--- config.mk ---
export PLATFORM = sky130hd
export DESIGN_NAME = riscv_core_branch_predictor_flat
export DESIGN_NICKNAME = d
export VERILOG_FILES = /design/src/rtl/riscv_core_branch_predictor_pkg.sv /design/src/rtl/riscv_core_branch_predictor_if.sv /design/src/rtl/riscv_core_branch_predictor.sv /design/src/flat_wrapper.sv
export SDC_FILE = /design/constraint.sdc
export NUM_CORES = 2
export LEC_CHECK = 0
export CORE_ASPECT_RATIO = 2
export CORE_MARGIN = 2
export CORE_UTILIZATION = 61
export DETAILED_ROUTE_END_ITERATION = 7
export PLACE_DENSITY = 0.8
export SLEW_MARGIN = 10
export SYNTH_ARGS = -nofsm -noshare
export SYNTH_HDL_FRONTEND = slang
export SYNTH_SLANG_ARGS = --single-unit
--- constraint.sdc ---
create_clock -name i_clk -period 5.4 [get_ports i_clk]
set_input_delay 0.81 -clock i_clk [delete_from_list [all_inputs] [get_ports i_clk]]
set_output_delay 0.81 -clock i_clk [all_outputs]
set_load 0.02 [all_outputs]
--- src/rtl/riscv_core_branch_predictor_pkg.sv ---
// Shared types for the branch predictor: 2-bit counter encoding, BTB entry
// layout and the saturating counter step.
package riscv_core_pkg;

    localparam int BP_XLEN = 32;

    typedef enum logic [1:0] {
        SNT = 2'b00,
        WNT = 2'b01,
        WT  = 2'b10,
        ST  = 2'b11
    } bp_ctr_e;

    // Tag is kept right-aligned in a full-width field (PC shifted down past
    // the index bits), so the layout does not depend on ENTRIES.
    typedef struct packed {
        logic                valid;
        logic [BP_XLEN-1:0]  tag;
        logic [BP_XLEN-1:0]  target;
        bp_ctr_e             ctr;
    } bp_entry_t;

    function automatic bp_ctr_e bp_ctr_next(bp_ctr_e ctr, logic taken);
        case (ctr)
            SNT:     return taken ? WNT : SNT;
            WNT:     return taken ? WT  : SNT;
            WT:      return taken ? ST  : WNT;
            default: return taken ? ST  : WT;
        endcase
    endfunction

endpackage

--- src/rtl/riscv_core_branch_predictor_if.sv ---
// Fetch-side lookup and execute-side training/redirect signals of the
// branch predictor. The core drives through "master", the predictor is "slave".
interface riscv_core_branch_predictor_if #(
    parameter int XLEN = 32
);
    logic [XLEN-1:0] i_bp_fetch_pc;
    logic            o_bp_predict_taken;
    logic [XLEN-1:0] o_bp_predict_target;

    logic            i_bp_update_valid;
    logic [XLEN-1:0] i_bp_update_pc;
    logic            i_bp_update_compressed;
    logic            i_bp_update_taken;
    logic            i_bp_update_addr_mismatch;
    logic [XLEN-1:0] i_bp_update_target;
    logic            i_bp_update_pred_taken;
    logic [XLEN-1:0] i_bp_update_pred_target;

    logic            o_bp_mispredict;
    logic [XLEN-1:0] o_bp_redirect_pc;
    logic [31:0]     o_bp_mispredict_count;

    modport master (
        output i_bp_fetch_pc,
        input  o_bp_predict_taken, o_bp_predict_target,
        output i_bp_update_valid, i_bp_update_pc, i_bp_update_compressed,
               i_bp_update_taken, i_bp_update_addr_mismatch, i_bp_update_target,
               i_bp_update_pred_taken, i_bp_update_pred_target,
        input  o_bp_mispredict, o_bp_redirect_pc, o_bp_mispredict_count
    );

    modport slave (
        input  i_bp_fetch_pc,
        output o_bp_predict_taken, o_bp_predict_target,
        input  i_bp_update_valid, i_bp_update_pc, i_bp_update_compressed,
               i_bp_update_taken, i_bp_update_addr_mismatch, i_bp_update_target,
               i_bp_update_pred_taken, i_bp_update_pred_target,
        output o_bp_mispredict, o_bp_redirect_pc, o_bp_mispredict_count
    );
endinterface

--- src/rtl/riscv_core_branch_predictor.sv ---
// Direct-mapped BTB with 2-bit counters: combinational fetch lookup,
// execute-side training, mispredict detection and redirect PC generation.
module riscv_core_branch_predictor
    import riscv_core_pkg::*;
#(
    parameter int XLEN    = BP_XLEN,
    parameter int ENTRIES = 16
) (
    input  logic                          i_clk,
    input  logic                          i_rst_n,
    riscv_core_branch_predictor_if.slave  bp
);

    localparam int IDXW  = $clog2(ENTRIES);
    localparam int TAGSH = IDXW + 1;

    bp_entry_t       table_q [ENTRIES];
    logic [31:0]     count_q;

    logic [IDXW-1:0] f_idx;
    logic [XLEN-1:0] f_tag;
    logic            f_hit;
    logic [IDXW-1:0] u_idx;
    logic [XLEN-1:0] u_tag;
    logic            u_hit;
    logic            u_active;
    logic            mispredict;
    logic [XLEN-1:0] fall_through;

    // Bit 0 of the PC is always zero for RV32IMC, so indexing starts at bit 1.
    assign f_idx = bp.i_bp_fetch_pc[IDXW:1];
    assign f_tag = bp.i_bp_fetch_pc >> TAGSH;
    assign f_hit = table_q[f_idx].valid && (table_q[f_idx].tag == f_tag);

    assign bp.o_bp_predict_taken  = f_hit && (table_q[f_idx].ctr inside {WT, ST});
    assign bp.o_bp_predict_target = bp.o_bp_predict_taken ? table_q[f_idx].target : '0;

    assign u_idx    = bp.i_bp_update_pc[IDXW:1];
    assign u_tag    = bp.i_bp_update_pc >> TAGSH;
    assign u_hit    = table_q[u_idx].valid && (table_q[u_idx].tag == u_tag);
    assign u_active = bp.i_bp_update_valid && !bp.i_bp_update_addr_mismatch;

    assign mispredict = u_active &&
        ((bp.i_bp_update_taken != bp.i_bp_update_pred_taken) ||
         (bp.i_bp_update_taken && bp.i_bp_update_pred_taken &&
          (bp.i_bp_update_target != bp.i_bp_update_pred_target)));

    assign fall_through = bp.i_bp_update_pc +
                          (bp.i_bp_update_compressed ? XLEN'(2) : XLEN'(4));

    assign bp.o_bp_mispredict       = mispredict;
    assign bp.o_bp_redirect_pc      = !mispredict ? '0 :
                                      bp.i_bp_update_taken ? bp.i_bp_update_target
                                                           : fall_through;
    assign bp.o_bp_mispredict_count = count_q;

    always_ff @(posedge i_clk or negedge i_rst_n) begin
        if (!i_rst_n) begin
            for (int i = 0; i < ENTRIES; i++) begin
                table_q[i] <= '{valid: 1'b0, tag: '0, target: '0, ctr: WNT};
            end
            count_q <= '0;
        end else begin
            if (u_active) begin
                if (u_hit) begin
                    table_q[u_idx].ctr <= bp_ctr_next(table_q[u_idx].ctr, bp.i_bp_update_taken);
                    if (bp.i_bp_update_taken) begin
                        table_q[u_idx].target <= bp.i_bp_update_target;
                    end
                end else if (bp.i_bp_update_taken) begin
                    // Allocation (or replacement of an aliasing entry) starts weakly taken.
                    table_q[u_idx] <= '{valid: 1'b1, tag: u_tag,
                                        target: bp.i_bp_update_target, ctr: WT};
                end
            end
            if (mispredict && (count_q != 32'hFFFF_FFFF)) begin
                count_q <= count_q + 32'd1;
            end
        end
    end

endmodule

--- src/flat_wrapper.sv ---
// flat-port wrapper written by rule: the top's interface ports become plain ports
module riscv_core_branch_predictor_flat import riscv_core_pkg::*;
#(
    parameter int XLEN    = BP_XLEN,
    parameter int ENTRIES = 16
)
  (i_clk, i_rst_n, bp_i_bp_fetch_pc, bp_o_bp_predict_taken, bp_o_bp_predict_target, bp_i_bp_update_valid, bp_i_bp_update_pc, bp_i_bp_update_compressed, bp_i_bp_update_taken, bp_i_bp_update_addr_mismatch, bp_i_bp_update_target, bp_i_bp_update_pred_taken, bp_i_bp_update_pred_target, bp_o_bp_mispredict, bp_o_bp_redirect_pc, bp_o_bp_mispredict_count);
  riscv_core_branch_predictor_if #(.XLEN(XLEN)) bp_i ();
  input  logic i_clk;
  input  logic i_rst_n;
  input wire logic [$bits(bp_i.i_bp_fetch_pc)-1:0] bp_i_bp_fetch_pc;
  output wire logic [$bits(bp_i.o_bp_predict_taken)-1:0] bp_o_bp_predict_taken;
  output wire logic [$bits(bp_i.o_bp_predict_target)-1:0] bp_o_bp_predict_target;
  input wire logic [$bits(bp_i.i_bp_update_valid)-1:0] bp_i_bp_update_valid;
  input wire logic [$bits(bp_i.i_bp_update_pc)-1:0] bp_i_bp_update_pc;
  input wire logic [$bits(bp_i.i_bp_update_compressed)-1:0] bp_i_bp_update_compressed;
  input wire logic [$bits(bp_i.i_bp_update_taken)-1:0] bp_i_bp_update_taken;
  input wire logic [$bits(bp_i.i_bp_update_addr_mismatch)-1:0] bp_i_bp_update_addr_mismatch;
  input wire logic [$bits(bp_i.i_bp_update_target)-1:0] bp_i_bp_update_target;
  input wire logic [$bits(bp_i.i_bp_update_pred_taken)-1:0] bp_i_bp_update_pred_taken;
  input wire logic [$bits(bp_i.i_bp_update_pred_target)-1:0] bp_i_bp_update_pred_target;
  output wire logic [$bits(bp_i.o_bp_mispredict)-1:0] bp_o_bp_mispredict;
  output wire logic [$bits(bp_i.o_bp_redirect_pc)-1:0] bp_o_bp_redirect_pc;
  output wire logic [$bits(bp_i.o_bp_mispredict_count)-1:0] bp_o_bp_mispredict_count;
  assign bp_i.i_bp_fetch_pc = bp_i_bp_fetch_pc;
  assign bp_o_bp_predict_taken = bp_i.o_bp_predict_taken;
  assign bp_o_bp_predict_target = bp_i.o_bp_predict_target;
  assign bp_i.i_bp_update_valid = bp_i_bp_update_valid;
  assign bp_i.i_bp_update_pc = bp_i_bp_update_pc;
  assign bp_i.i_bp_update_compressed = bp_i_bp_update_compressed;
  assign bp_i.i_bp_update_taken = bp_i_bp_update_taken;
  assign bp_i.i_bp_update_addr_mismatch = bp_i_bp_update_addr_mismatch;
  assign bp_i.i_bp_update_target = bp_i_bp_update_target;
  assign bp_i.i_bp_update_pred_taken = bp_i_bp_update_pred_taken;
  assign bp_i.i_bp_update_pred_target = bp_i_bp_update_pred_target;
  assign bp_o_bp_mispredict = bp_i.o_bp_mispredict;
  assign bp_o_bp_redirect_pc = bp_i.o_bp_redirect_pc;
  assign bp_o_bp_mispredict_count = bp_i.o_bp_mispredict_count;
  riscv_core_branch_predictor #(.XLEN(XLEN), .ENTRIES(ENTRIES)) u_core (.i_clk(i_clk), .i_rst_n(i_rst_n), .bp(bp_i));
endmodule
# --- Word-level counts from Yosys, hierarchy flattened ---
# Cells that the tools add are included.
# Widths: inputs -> output; s select.
totals:
  reg_bits: 1104
  in_bits: 135
  output_inout_bits: 98
  word_cells: 125
op_classes:
  add_sub_neg: 2
  magnitude_cmp: 3
  eq_ne: 9
  mux: 29
  bitwise: 2
  reduce_logical: 15
op_table:
  columns: ["op", "count"]
  rows:
  - ["$bwmux 1072", 3]
  - ["$mux 1072", 3]
  - ["$demux 67 s4", 3]
  - ["$bmux 67 s4", 2]
  - ["$mux 67", 5]
  - ["$mux 32", 3]
  - ["$eq 32x27->1", 2]
  - ["$mux 34", 1]
  - ["$add 32x1->32 const B", 1]
  - ["$add 32x32->32", 1]
  - ["$ne 32x32->1", 1]
  - ["$ne 32x32->1 const B", 1]
  - ["$ge 5x5->1 const B", 2]
  - ["$mux 2", 5]
  - ["$not 4->5", 2]
  - ["$logic_and 1x1->1", 9]
  - ["$eq 2x2->1 const B", 3]
  - ["$pmux 2 s3", 1]
  - ["$lt 5x1->1 const B", 1]
  - ["$reduce_bool 2->1", 2]
  - ["$mux 3", 1]
  - ["$eq 2x1->1 const B", 1]
  - ["$logic_not 2->1", 1]
  - ["$mux 1", 2]
  - ["other kinds (4)", 4]

# --- Logic depth before layout (Yosys ltp) ---
logic_depth:
  word_depth: 12
  ltp_mapped: 16
  ltp_nobuf: 11

# --- Least setup slack after synthesis ---
# OpenSTA, ideal clock, no wires.
synth_path:
  kind: "input -> output"
  from: "input port bp_i_bp_fetch_pc[1]"
  to: "output port bp_o_bp_predict_target[10]"
  arrival_time_ns: 4.067
  required_time_ns: 4.590
  setup_slack_ns: 0.523
  stages: 10
  path_buffers: 4
  path_cell_list: "clkbuf_1 > buf_2 > buf_1 > mux4_2 > mux4_2 > xor2_1 > nor4_1 > nand4_1 > clkbuf_1 > nor2b_1"
synth_via:
  elab_chain_len: 8
synth_rtl:
  columns: ["element", "line", "text"]
  rows:
  - ["start, declared", "flat_wrapper.sv:11", "input wire logic [$bits(bp_i.i_bp_fetch_pc)-1:0] bp_i_bp_fetch_pc;"]
  - ["$not 4->5 (not written as such) (*)", "riscv_core_branch_predictor.sv:33, riscv_core_branch_predictor.sv:35, riscv_core_branch_predictor.sv:36", null]
  - ["$bmux 67 s4 (*)", "riscv_core_branch_predictor.sv:33, riscv_core_branch_predictor.sv:35, riscv_core_branch_predictor.sv:36", null]
  - ["$mux 67 (not written as such) (*) (2 in series)", "riscv_core_branch_predictor.sv:33", "assign f_hit = table_q[f_idx].valid && (table_q[f_idx].tag == f_tag);"]
  - ["$eq 32x27->1 / $eq 2x2->1 (equally long branches)", "riscv_core_branch_predictor.sv:33, riscv_core_branch_predictor.sv:35", null]
  - ["$logic_and 1x1->1 / $reduce_bool 2->1 (equally long branches)", "riscv_core_branch_predictor.sv:33, riscv_core_branch_predictor.sv:35", null]
  - ["$logic_and 1x1->1", "riscv_core_branch_predictor.sv:35", "assign bp.o_bp_predict_taken = f_hit && (table_q[f_idx].ctr inside {WT, ST});"]
  - ["$mux 32 (*)", "riscv_core_branch_predictor.sv:36", "assign bp.o_bp_predict_target = bp.o_bp_predict_taken ? table_q[f_idx].target : '0;"]
  - ["end, declared", "flat_wrapper.sv:13", "output wire logic [$bits(bp_i.o_bp_predict_target)-1:0] bp_o_bp_predict_target;"]
# Mark *: on every way between the ends. The rest lies on a longest branch, timed or not. The select of a mux whose other input is x is not followed.

# --- Worst setup path in the final report ---
layout_path:
  from: "input port bp_i_bp_fetch_pc[1]"
  to: "output port bp_o_bp_predict_target[7]"
# Same word-level chain as after synthesis.

==> flow_summary_export.csv <==
group,metric,value,unit
outcome,status,"finished clean",
routing,drt_wl_total,161000,um
cts,root_buffer,"clkbuf_16",
routing,wl_met3,12700,um
routing,drtPass1Iterations,5,
logic_synthesis,postSynth.asyncResetShare,1.00,
logic_synthesis,synth-edff-count,0,
power,max-vdd-ir-drop,0.253,mV
routing,drt-initial-drc-count,3264,
routing,ant_nets,0,
logic_synthesis,synth_area,52100,um2
die,die-area,87900,um2
routing,wire_per_inst,33.0,um
layout,final_nets,3878,
die,core,84600,um2
routing,vias,34000,
cts,insertion_delay,0.71,ns
cts,cts_buffer_depth,3,
cts,path_clk_slew,0.06,ns
layout,drive_gt1_frac,0.450,
worst_setup_path,worstPathCellList,"buf_16, buf_4, mux4_2, mux4_2, xnor2_1, nand4_1, nor4_1, buf_4, nand4_1, buf_4, buf_12, nor2b_1, clkdlybuf4s50_1",
worst_setup_path,startpoint_type,"input pin",
flow_run,cap_viol_max_count,0,
worst_setup_path,end_kind,"output port",
die,io_pins,233,
routing,via_per_inst,6.97,
routing,dr_wl_met2,78600,um
logic_synthesis,syn_nets,3654,
place,dp_slack,0.0745,ns
place,port_buffers,231,
worst_setup_path,crit_type,"in -> out",
die,die_w,211,um
logic_synthesis,ys_seq_area_frac,0.492,
cts,cts_sinks,1024,
die,die_y,417,um
cts,cts_tree,"built",
timing,tightest_slew,1.06,ns
grt,grt.total_usage,0.376,
worst_setup_path,slowest_delay,0.61,ns
timing,max_slew_margin,0.285,
timing,timing.final.crit_period,5.22,ns
grt,gr-total-overflow,0,
worst_setup_path,cp_common_cell,"buf_4",
worst_setup_path,cp.required,4.59,ns
routing,top_layer,"met5",
grt,first_global_vias,36800,
place,hpwl,107000,um
grt,grt_pass1_wl,239000,um
die,num_rows,151,
grt,antenna_found_initial,3,
cts,numCtsBuffers,89,
logic_synthesis,dominantRegCellSynth,"dfrtp_1",
timing,drv_slew,0,
timing,finalCritPeriodShare,0.966,
grt,grt_max_degree,144,
worst_setup_path,cpMaxStageDelayCell,"clkdlybuf4s50_1",
power,total_power,19500,uW
die,initial_core_util,0.616,
timing,fmax,192,MHz
power,power_density,326,nW/um2
layout,area.growth.synth_to_final,14.7,%
cts,htree_levels,3,
power,p_leak,0.0271,uW
timing,setup_ws,0.182,ns
routing,wl_met1,54500,um
logic_synthesis,syn_inst,3514,
place,routabilityCongestion,0.977,
timing,final-setup-viol-count,0,
logic_synthesis,synth_cell_types,61,
worst_setup_path,cp.arrival,4.41,ns
timing,rsz0062_at_grt,"no",
timing,fin_skew,0.0308,ns
logic_synthesis,ys_warn_count,0,
routing,drc,0,
logic_synthesis,synth-seq-cells,1024,
logic_synthesis,syn_avg_cell_area,14.8,um2
timing,finalHoldViolCount,0,
cts,postCtsHoldBufs,0,
worst_setup_path,cp_max_fo,27,
hold_path,hold_path.class,"in -> async",
-- cells in the mapped netlist, types with 30 or more instances --
library cell / n / area [um2]
a22oi_1: 30 / 225
buf_1: 47 / 176
buf_4: 32 / 240
buf_6: 39 / 439
clkbuf_1: 203 / 762
dfrtp_1: 1008 / 25200
mux2_1: 38 / 428
mux2_2: 847 / 9540
mux2i_1: 72 / 721
mux4_2: 400 / 9010
nand2_1: 57 / 214
nand3_1: 37 / 185
nor2_1: 87 / 327
nor2b_1: 36 / 225
o21ai_0: 127 / 636
xnor2_1: 115 / 1010
xor2_1: 45 / 394
-- power by group --
group / internal, uW / total [uW] / switching [uW]
clock: 3810 / 6780 / 2970
sequential: 8650 / 9330 / 677
combinational: 1900 / 3400 / 1500
total: 14400 / 19500 / 5140
-- layout make-up --
type	count	area, um2
Clock inverter	37	494
Timing Repair Buffer	479	4940
Inverter	30	113
Fill cell	5535	24900
Clock buffer	122	2560
Multi-Input combinational cell	2114	24700
Tap cell	1071	1340
Antenna cell	2	5.00
Sequential cell	1024	25600
-- sequential cells by signal (all words and copies together) (netlist names) --
signal	count
u_core.table_q	992
u_core.bp.o_bp_mispredict_count	32
-- stage by stage --
| stage | util | hold WS, ns | area [um2] | std cells | setup TNS (ns) |
|---|---|---|---|---|---|
| 3_5_place_dp | 0.670 | 0.481 | 56700 | 4718 | 0 |
| 6_report | 0.706 | 0.163 | 59800 | 4879 | 0 |
| 2_1_floorplan | - | 0.451 | 52100 | 3514 | 0 |
| 5_1_grt | 0.706 | 0.265 | 59800 | 4877 | 0 |
| 3_3_place_gp | 0.670 | 0.470 | 56700 | 4718 | -0.000284 |
| 4_1_cts | 0.706 | 0.232 | 59700 | 4877 | 0 |
-- cells by family (layout without fill, tap and decap cells) --
| family | Yosys count | in the layout | share of synthesized area |
|---|---|---|---|
| AO/OA/AOI/OAI | 238 | 238 | 0.0275 |
| other | 0 | 2 | 0 |
| multiplexers | 1376 | 1376 | 0.383 |
| AND/OR/NAND/NOR | 333 | 333 | 0.0329 |
| adder cells (fa/ha/maj) | 7 | 7 | 0.00173 |
| flip-flops | 1024 | 1024 | 0.492 |
| buffers and inverters | 376 | 668 | 0.0356 |
| XOR/XNOR | 160 | 160 | 0.0269 |
-- layout by cell type (no fill, tap or decap), drive strengths merged, types with 37 or more instances in the layout --
cell type	count
nor2	87
clkdlybuf4s50	213
nand3	37
mux2i	72
nand2	57
dfrtp	1008
o21ai	131
xnor2	115
xor2	45
clkbuf	123
mux4	400
buf	259
mux2	904
-- critical path, delay by kind of cell --
family / cells / cell delay, ns
xor+xnor: 1 / 0.33
buf+inv: 6 / 1.66
mux: 2 / 1.00
simple gates: 4 / 0.58
-- final timing paths --
path	from	endpoint	slack (ns)	cells after the start
max in group asynchronous	i_rst_n	u_core.table_q[373]	3.79	2
setup / recovery	bp_i_bp_fetch_pc[1]	bp_o_bp_predict_target[7]	0.18	13
hold / removal	i_rst_n	u_core.table_q[1011]	0.16	1
hold reg to reg	u_core.bp.o_bp_mispredict_count[22]	u_core.bp.o_bp_mispredict_count[22]	0.50	1
min in group i_clk	u_core.bp.o_bp_mispredict_count[22]	u_core.bp.o_bp_mispredict_count[22]	0.50	1
setup reg to reg	u_core.table_q[535]	u_core.table_q[577]	1.50	12
-- metal layers --
metal,up-vias,global-route usage
li1,13600,-
met1,17900,0.436
met2,1875,0.614
met3,638,0.0778
met4,4,0.289
met5,-,0
-- timing repair --
action | CTS | global route
setup endpoints to repair | 0 | 34
resized for setup | 0 | 12
buffers inserted | 0 | 0
Note: power is estimated with default switching activity, not from simulation.
